## src/rtl/bp_lite_to_burst_pkg.sv

```systemverilog
// Shared BedRock definitions for the Lite-to-Burst converter: message header
// layout, message type and size encodings.
package bp_lite_to_burst_pkg;

  localparam int paddr_width_lp   = 40;
  localparam int payload_width_lp = 16;

  typedef enum logic [3:0] {
    e_bedrock_mem_rd    = 4'd0,
    e_bedrock_mem_wr    = 4'd1,
    e_bedrock_mem_uc_rd = 4'd2,
    e_bedrock_mem_uc_wr = 4'd3,
    e_bedrock_mem_pre   = 4'd4,
    e_bedrock_mem_amo   = 4'd5
  } bedrock_msg_e;

  typedef enum logic [2:0] {
    e_bedrock_msg_size_1   = 3'd0,
    e_bedrock_msg_size_2   = 3'd1,
    e_bedrock_msg_size_4   = 3'd2,
    e_bedrock_msg_size_8   = 3'd3,
    e_bedrock_msg_size_16  = 3'd4,
    e_bedrock_msg_size_32  = 3'd5,
    e_bedrock_msg_size_64  = 3'd6,
    e_bedrock_msg_size_128 = 3'd7
  } bedrock_msg_size_e;

  typedef struct packed {
    logic [payload_width_lp-1:0] payload;
    bedrock_msg_size_e           size;
    logic [paddr_width_lp-1:0]   addr;
    bedrock_msg_e                msg_type;
  } bedrock_header_s;

  localparam int header_width_lp = $bits(bedrock_header_s);

  function automatic int unsigned size_bytes(bedrock_msg_size_e size);
    return 32'd1 << size;
  endfunction

endpackage

```

## src/rtl/bp_me_piso_dynamic.sv

```systemverilog
// Parallel-in/serial-out with a run-time beat count; emits the least
// significant out_width_p slice first.
module bp_me_piso_dynamic #(
  parameter  int in_width_p   = 512,
  parameter  int out_width_p  = 64,
  localparam int cnt_width_lp = $clog2(in_width_p / out_width_p) + 1
) (
  input  logic                    clk_i,
  input  logic                    reset_n_i,
  input  logic [in_width_p-1:0]   data_i,
  input  logic [cnt_width_lp-1:0] len_i,
  input  logic                    v_i,
  output logic                    ready_and_o,
  output logic [out_width_p-1:0]  data_o,
  output logic                    v_o,
  input  logic                    ready_and_i
);

  logic [in_width_p-1:0]   r_data;
  logic [cnt_width_lp-1:0] r_cnt;
  logic                    r_pending;
  logic                    w_fire_in;
  logic                    w_fire_out;
  logic                    w_last;

  assign ready_and_o = reset_n_i & ~r_pending;
  assign v_o         = r_pending;
  assign data_o      = r_data[32'(r_cnt) * out_width_p +: out_width_p];
  assign w_fire_in   = v_i & ready_and_o;
  assign w_fire_out  = r_pending & ready_and_i;
  assign w_last      = (r_cnt == len_i - cnt_width_lp'(1));

  // NOTE: the data register has no reset; it is only observed while r_pending is set.
  always_ff @(posedge clk_i) begin
    if (w_fire_in) r_data <= data_i;
  end

  // NOTE: sequential state uses non-blocking assignments so every flop samples pre-edge values.
  always_ff @(posedge clk_i or negedge reset_n_i) begin
    if (!reset_n_i) begin
      r_pending <= 1'b0;
      r_cnt     <= '0;
    end else if (w_fire_in) begin
      r_pending <= 1'b1;
      r_cnt     <= '0;
    end else if (w_fire_out) begin
      if (w_last) begin
        r_pending <= 1'b0;
        r_cnt     <= '0;
      end else begin
        r_cnt <= r_cnt + cnt_width_lp'(1);
      end
    end
  end

  a_hold_until_handshake: assert property (@(posedge clk_i) disable iff (!reset_n_i)
    (v_o && !ready_and_i) |=> (v_o && $stable(data_o)));

endmodule

```

## src/rtl/bp_lite_to_burst.sv

```systemverilog
// Converts one wide BedRock Lite message ({header, data}) into a Burst stream:
// one header on the header channel plus num_beats narrow data beats.
module bp_lite_to_burst
  import bp_lite_to_burst_pkg::*;
#(
  parameter  int          in_data_width_p         = 512,
  parameter  int          out_data_width_p        = 64,
  parameter  logic [15:0] payload_mask_p          = '0,
  localparam int          in_msg_width_lp         = header_width_lp + in_data_width_p,
  localparam int          out_msg_header_width_lp = header_width_lp
) (
  input  logic                               clk_i,
  input  logic                               reset_n_i,
  input  logic [in_msg_width_lp-1:0]         in_msg_i,
  input  logic                               in_msg_v_i,
  output logic                               in_msg_ready_and_o,
  output logic [out_msg_header_width_lp-1:0] out_msg_header_o,
  output logic                               out_msg_header_v_o,
  input  logic                               out_msg_header_ready_and_i,
  output logic [out_data_width_p-1:0]        out_msg_data_o,
  output logic                               out_msg_data_v_o,
  input  logic                               out_msg_data_ready_and_i
);

  localparam int cnt_width_lp = $clog2(in_data_width_p / out_data_width_p) + 1;
  localparam int out_bytes_lp = out_data_width_p / 8;
  localparam int in_bytes_lp  = in_data_width_p / 8;

  if (in_data_width_p <= out_data_width_p || (in_data_width_p % out_data_width_p) != 0) begin : g_bad_width
    $error("in_data_width_p must be a wider integer multiple of out_data_width_p");
  end

  bedrock_header_s             w_in_header;
  bedrock_header_s             r_header;
  logic [in_data_width_p-1:0]  w_in_data;
  logic                        r_header_pending;
  logic                        w_accept;
  logic                        w_has_data;
  logic                        w_piso_ready;
  logic [cnt_width_lp-1:0]     w_num_beats;

  assign w_in_header        = in_msg_i[in_msg_width_lp-1 -: header_width_lp];
  assign w_in_data          = in_msg_i[in_data_width_p-1:0];
  assign w_has_data         = payload_mask_p[w_in_header.msg_type];
  assign in_msg_ready_and_o = w_piso_ready & ~r_header_pending;
  assign w_accept           = in_msg_v_i & in_msg_ready_and_o;

  assign out_msg_header_o   = r_header;
  assign out_msg_header_v_o = r_header_pending;

  always_ff @(posedge clk_i) begin
    if (w_accept) r_header <= w_in_header;
  end

  always_ff @(posedge clk_i or negedge reset_n_i) begin
    if (!reset_n_i)                      r_header_pending <= 1'b0;
    else if (w_accept)                   r_header_pending <= 1'b1;
    else if (out_msg_header_ready_and_i) r_header_pending <= 1'b0;
  end

  // NOTE: every always_comb output is written on every path, so no latch is inferred.
  always_comb begin
    int unsigned beats;
    beats = size_bytes(r_header.size) / out_bytes_lp;
    if (beats == 0) beats = 1;
    w_num_beats = cnt_width_lp'(beats);
  end

  bp_me_piso_dynamic #(
    .in_width_p  (in_data_width_p),
    .out_width_p (out_data_width_p)
  ) u_piso (
    .clk_i       (clk_i),
    .reset_n_i   (reset_n_i),
    .data_i      (w_in_data),
    .len_i       (w_num_beats),
    .v_i         (w_accept & w_has_data),
    .ready_and_o (w_piso_ready),
    .data_o      (out_msg_data_o),
    .v_o         (out_msg_data_v_o),
    .ready_and_i (out_msg_data_ready_and_i)
  );

  a_size_fits: assert property (@(posedge clk_i) disable iff (!reset_n_i)
    (w_accept && w_has_data) |-> (size_bytes(w_in_header.size) <= in_bytes_lp));

  a_header_hold: assert property (@(posedge clk_i) disable iff (!reset_n_i)
    (out_msg_header_v_o && !out_msg_header_ready_and_i) |=>
      (out_msg_header_v_o && $stable(out_msg_header_o)));

endmodule
```

## config.mk

```make
export PLATFORM = sky130hd
export DESIGN_NAME = bp_lite_to_burst
export DESIGN_NICKNAME = d
export VERILOG_FILES = /design/src/rtl/bp_lite_to_burst_pkg.sv /design/src/rtl/bp_me_piso_dynamic.sv /design/src/rtl/bp_lite_to_burst.sv
export SDC_FILE = /design/constraint.sdc
export NUM_CORES = 1
export LEC_CHECK = 0
export CAP_MARGIN = 20
export CELL_PAD_IN_SITES_DETAIL_PLACEMENT = 2
export CELL_PAD_IN_SITES_GLOBAL_PLACEMENT = 2
export CORE_AREA = 3 3 278 280
export CTS_BUF_LIST = sky130_fd_sc_hd__clkbuf_8 sky130_fd_sc_hd__clkbuf_16
export CTS_CLUSTER_DIAMETER = 150
export DETAILED_ROUTE_END_ITERATION = 7
export DIE_AREA = 0 0 281 283
export PLACE_DENSITY_LB_ADDON = 0.1
export SLEW_MARGIN = 30
export SYNTH_ARGS = -nofsm -noshare
export SYNTH_HDL_FRONTEND = slang
export SYNTH_SLANG_ARGS = --single-unit
```

## constraint.sdc

```tcl
create_clock -name clk_i -period 4.36 [get_ports clk_i]
set_clock_uncertainty 0.1 [all_clocks]
set_input_delay 0.872 -clock clk_i [delete_from_list [all_inputs] [get_ports clk_i]]
set_output_delay 0.872 -clock clk_i [all_outputs]
set_load 0.05 [all_outputs]
```

==> results.cfg <==
[yosys]
syn_avg_cell_area_um2 = 18.2
ys_types = 8
synth.cell_area_mm2 = 0.00243
synth_seq_cells = 64
ys_seq_area_frac = 0.788
syn_inst = 134
yosys_warnings = 0

[grt]
grt_pass1_wl_um = 16900
grtUsageMet2 = 0.0655
top_usage_layer = met2
overflow = 0
grt_use_met1 = 0.0314
grt_pass1_vias = 1618
grt_use_met3 = 0.0121
antenna_found_initial = 1
grt_usage = 0.0335
grt_max_degree = 54

[clocking]
clk_pin_slew_ns = 0.06
ctsHoldBuffers = 0
cts_buffer_depth = 2
postCtsSetupBuffers = 0
ctsResizeCount = 0
worstSkewPairLatency_ns = 0.35
root_buffer = clkbuf_16
cts_tree = yes
cts.htree.levels = 3
clock_sink_count = 64
cts_buffers = 9

[timing]
fin_crit_sh = 0.775
maxSlewViolCount = 0
setup-tns-final_ns = 0
setup_ws_ns = 0.980
relSlewSlack = 0.545
whs_ns = 0.479
rsz0062_at_grt = no
fin_crit_ns = 3.38
worst_pin_slew_ns = 0.680
hold_violations = 0
fmax_mhz = 296
finalSetupViolCount = 0

[place]
place_ws_ns = 0.986
placed_cells = 1234
gp_congestion = 0.597
dp_hpwl_um = 10500
dpl_cell_area_mm2 = 0.00474
portBuffers = 131

[worst_setup_path]
r2r_setup_slack_ns = 2.63
critPathKind = input port to output pin
cp.arrival_ns = 2.41
cp_max_fo = 3
cp_common_cell = clkdlybuf4s50_1
cpPeakStageDelay_ns = 0.85
start_kind = input port
crit_path_end_kind = output pin
cp_cell_sequence = clkdlybuf4s50_1 -> nor2b_1 -> clkdlybuf4s50_1
r2r_end = out_msg_header_o[39]
reg2regPathDepth = 2
slowest_stage = clkdlybuf4s50_1
r2r_start = out_msg_header_v_o
cp.required_ns = 3.39

[hold_path]
hold_path.startpoint = out_msg_header_v_o
hold_depth = 1
min_path_type = register to register
holdPathEnd = out_msg_header_v_o

[die]
die_w_um = 281
num_rows = 100
die_area_mm2 = 0.0795
start_util = 0.0326
die_y_um = 283
core_region_area_mm2 = 0.0747
io_pins = 710

[power_and_ir_drop]
cellPowerDensity_mw_per_mm2 = 377
ir_drop_mv = 0.141
p_leak_nw = 1.50
power_mw = 1.91

[finish]
layout.nets = 856
finish.utilization = 0.0678
n_antenna_cell = 0
drive_gt1_frac = 0.0641
nFillCells = 8698
fin_area_mm2 = 0.00506
final_cells = 1250
area_delta_synth_final_pct = 108

[drt]
ant_nets = 0
dr_total_vias = 1456
wirelength_um = 13000
drt_first_pass_iters = 4
drc = 0
drt_iter0_drc = 33
via_per_inst = 1.16
wire_per_inst_um = 10.4

[run]
maxCapViolCount = 0

[outcome]
status = finished clean
[synth_stat cells, drive strengths merged]
cell type	n	area share
nor2	1	0.0015
mux2i	1	0.0041
buf	65	0.20
nor2b	1	0.0026
edfxtp	63	0.78
conb	1	0.0015
dfrtp	1	0.010
nand2	1	0.0015
[placed cells by master (no fill, tap or decap)]
cell             netlist  layout
conb_1                 1      65
bufinv_16              0       2
clkbuf_16              0       9
nor2_4                 0       1
nor2b_1                1       1
buf_12                 0       1
clkinvlp_4             0       1
dfrtp_1                1       1
nand2_1                1       1
clkdlybuf4s50_1        0     131
clkinv_4               0       2
mux2i_1                1       1
edfxtp_1              63      63
inv_6                  0       2
[how the worst max path moves through the flow]
stage	end	cells past startpoint	start	slack (ns)
6_report	in_msg_ready_and_o	3	reset_n_i	0.98
5_1_grt	in_msg_ready_and_o	3	reset_n_i	0.90
4_1_cts	in_msg_ready_and_o	3	reset_n_i	0.98
3_5_place_dp	in_msg_ready_and_o	3	reset_n_i	0.99
3_3_place_gp	in_msg_ready_and_o	3	reset_n_i	0.98
2_1_floorplan	out_msg_header_o[0]	2	reset_n_i	0.20
[state kept, by name (all words and copies together) (netlist names)]
| name | count |
|---|---|
| out_msg_header_o | 63 |
| out_msg_header_v_o | 1 |
[cell type report]
type	count	area [um2]	area share
Tap cell	969	1210	0.239
Multi-Input combinational cell	69	275	0.0544
Sequential cell	64	1920	0.379
Clock buffer	9	225	0.0445
Clock inverter	7	103	0.0203
Timing Repair Buffer	132	1330	0.263
[critical path, delay by kind of cell]
kind / cells / cell delay [ns]
buffers and inverters: 2 / 1.37
and+or+nand+nor: 1 / 0.16
[logic make-up (layout without fill, tap and decap cells)]
logic type	after synthesis	after routing	share of synthesized area
flops	64	64	0.788
simple gates	3	3	0.00566
mux	1	1	0.00412
other cells	1	65	0.00154
buf+inv	65	148	0.201
[routing by layer]
| layer | wire, um | up-vias |
|---|---|---|
| li1 | - | 623 |
| met1 | 4430 | 726 |
| met2 | 7520 | 96 |
| met3 | 840 | 11 |
| met4 | 199 | 0 |
| met5 | 0 | - |
[where the power goes]
group          switching [mW]  internal, mW
combinational           0.262        0.0934
sequential            0.00885         0.708
clock                   0.328         0.507
total                   0.599          1.31
No activity file was read; power rests on OpenSTA's default activity.
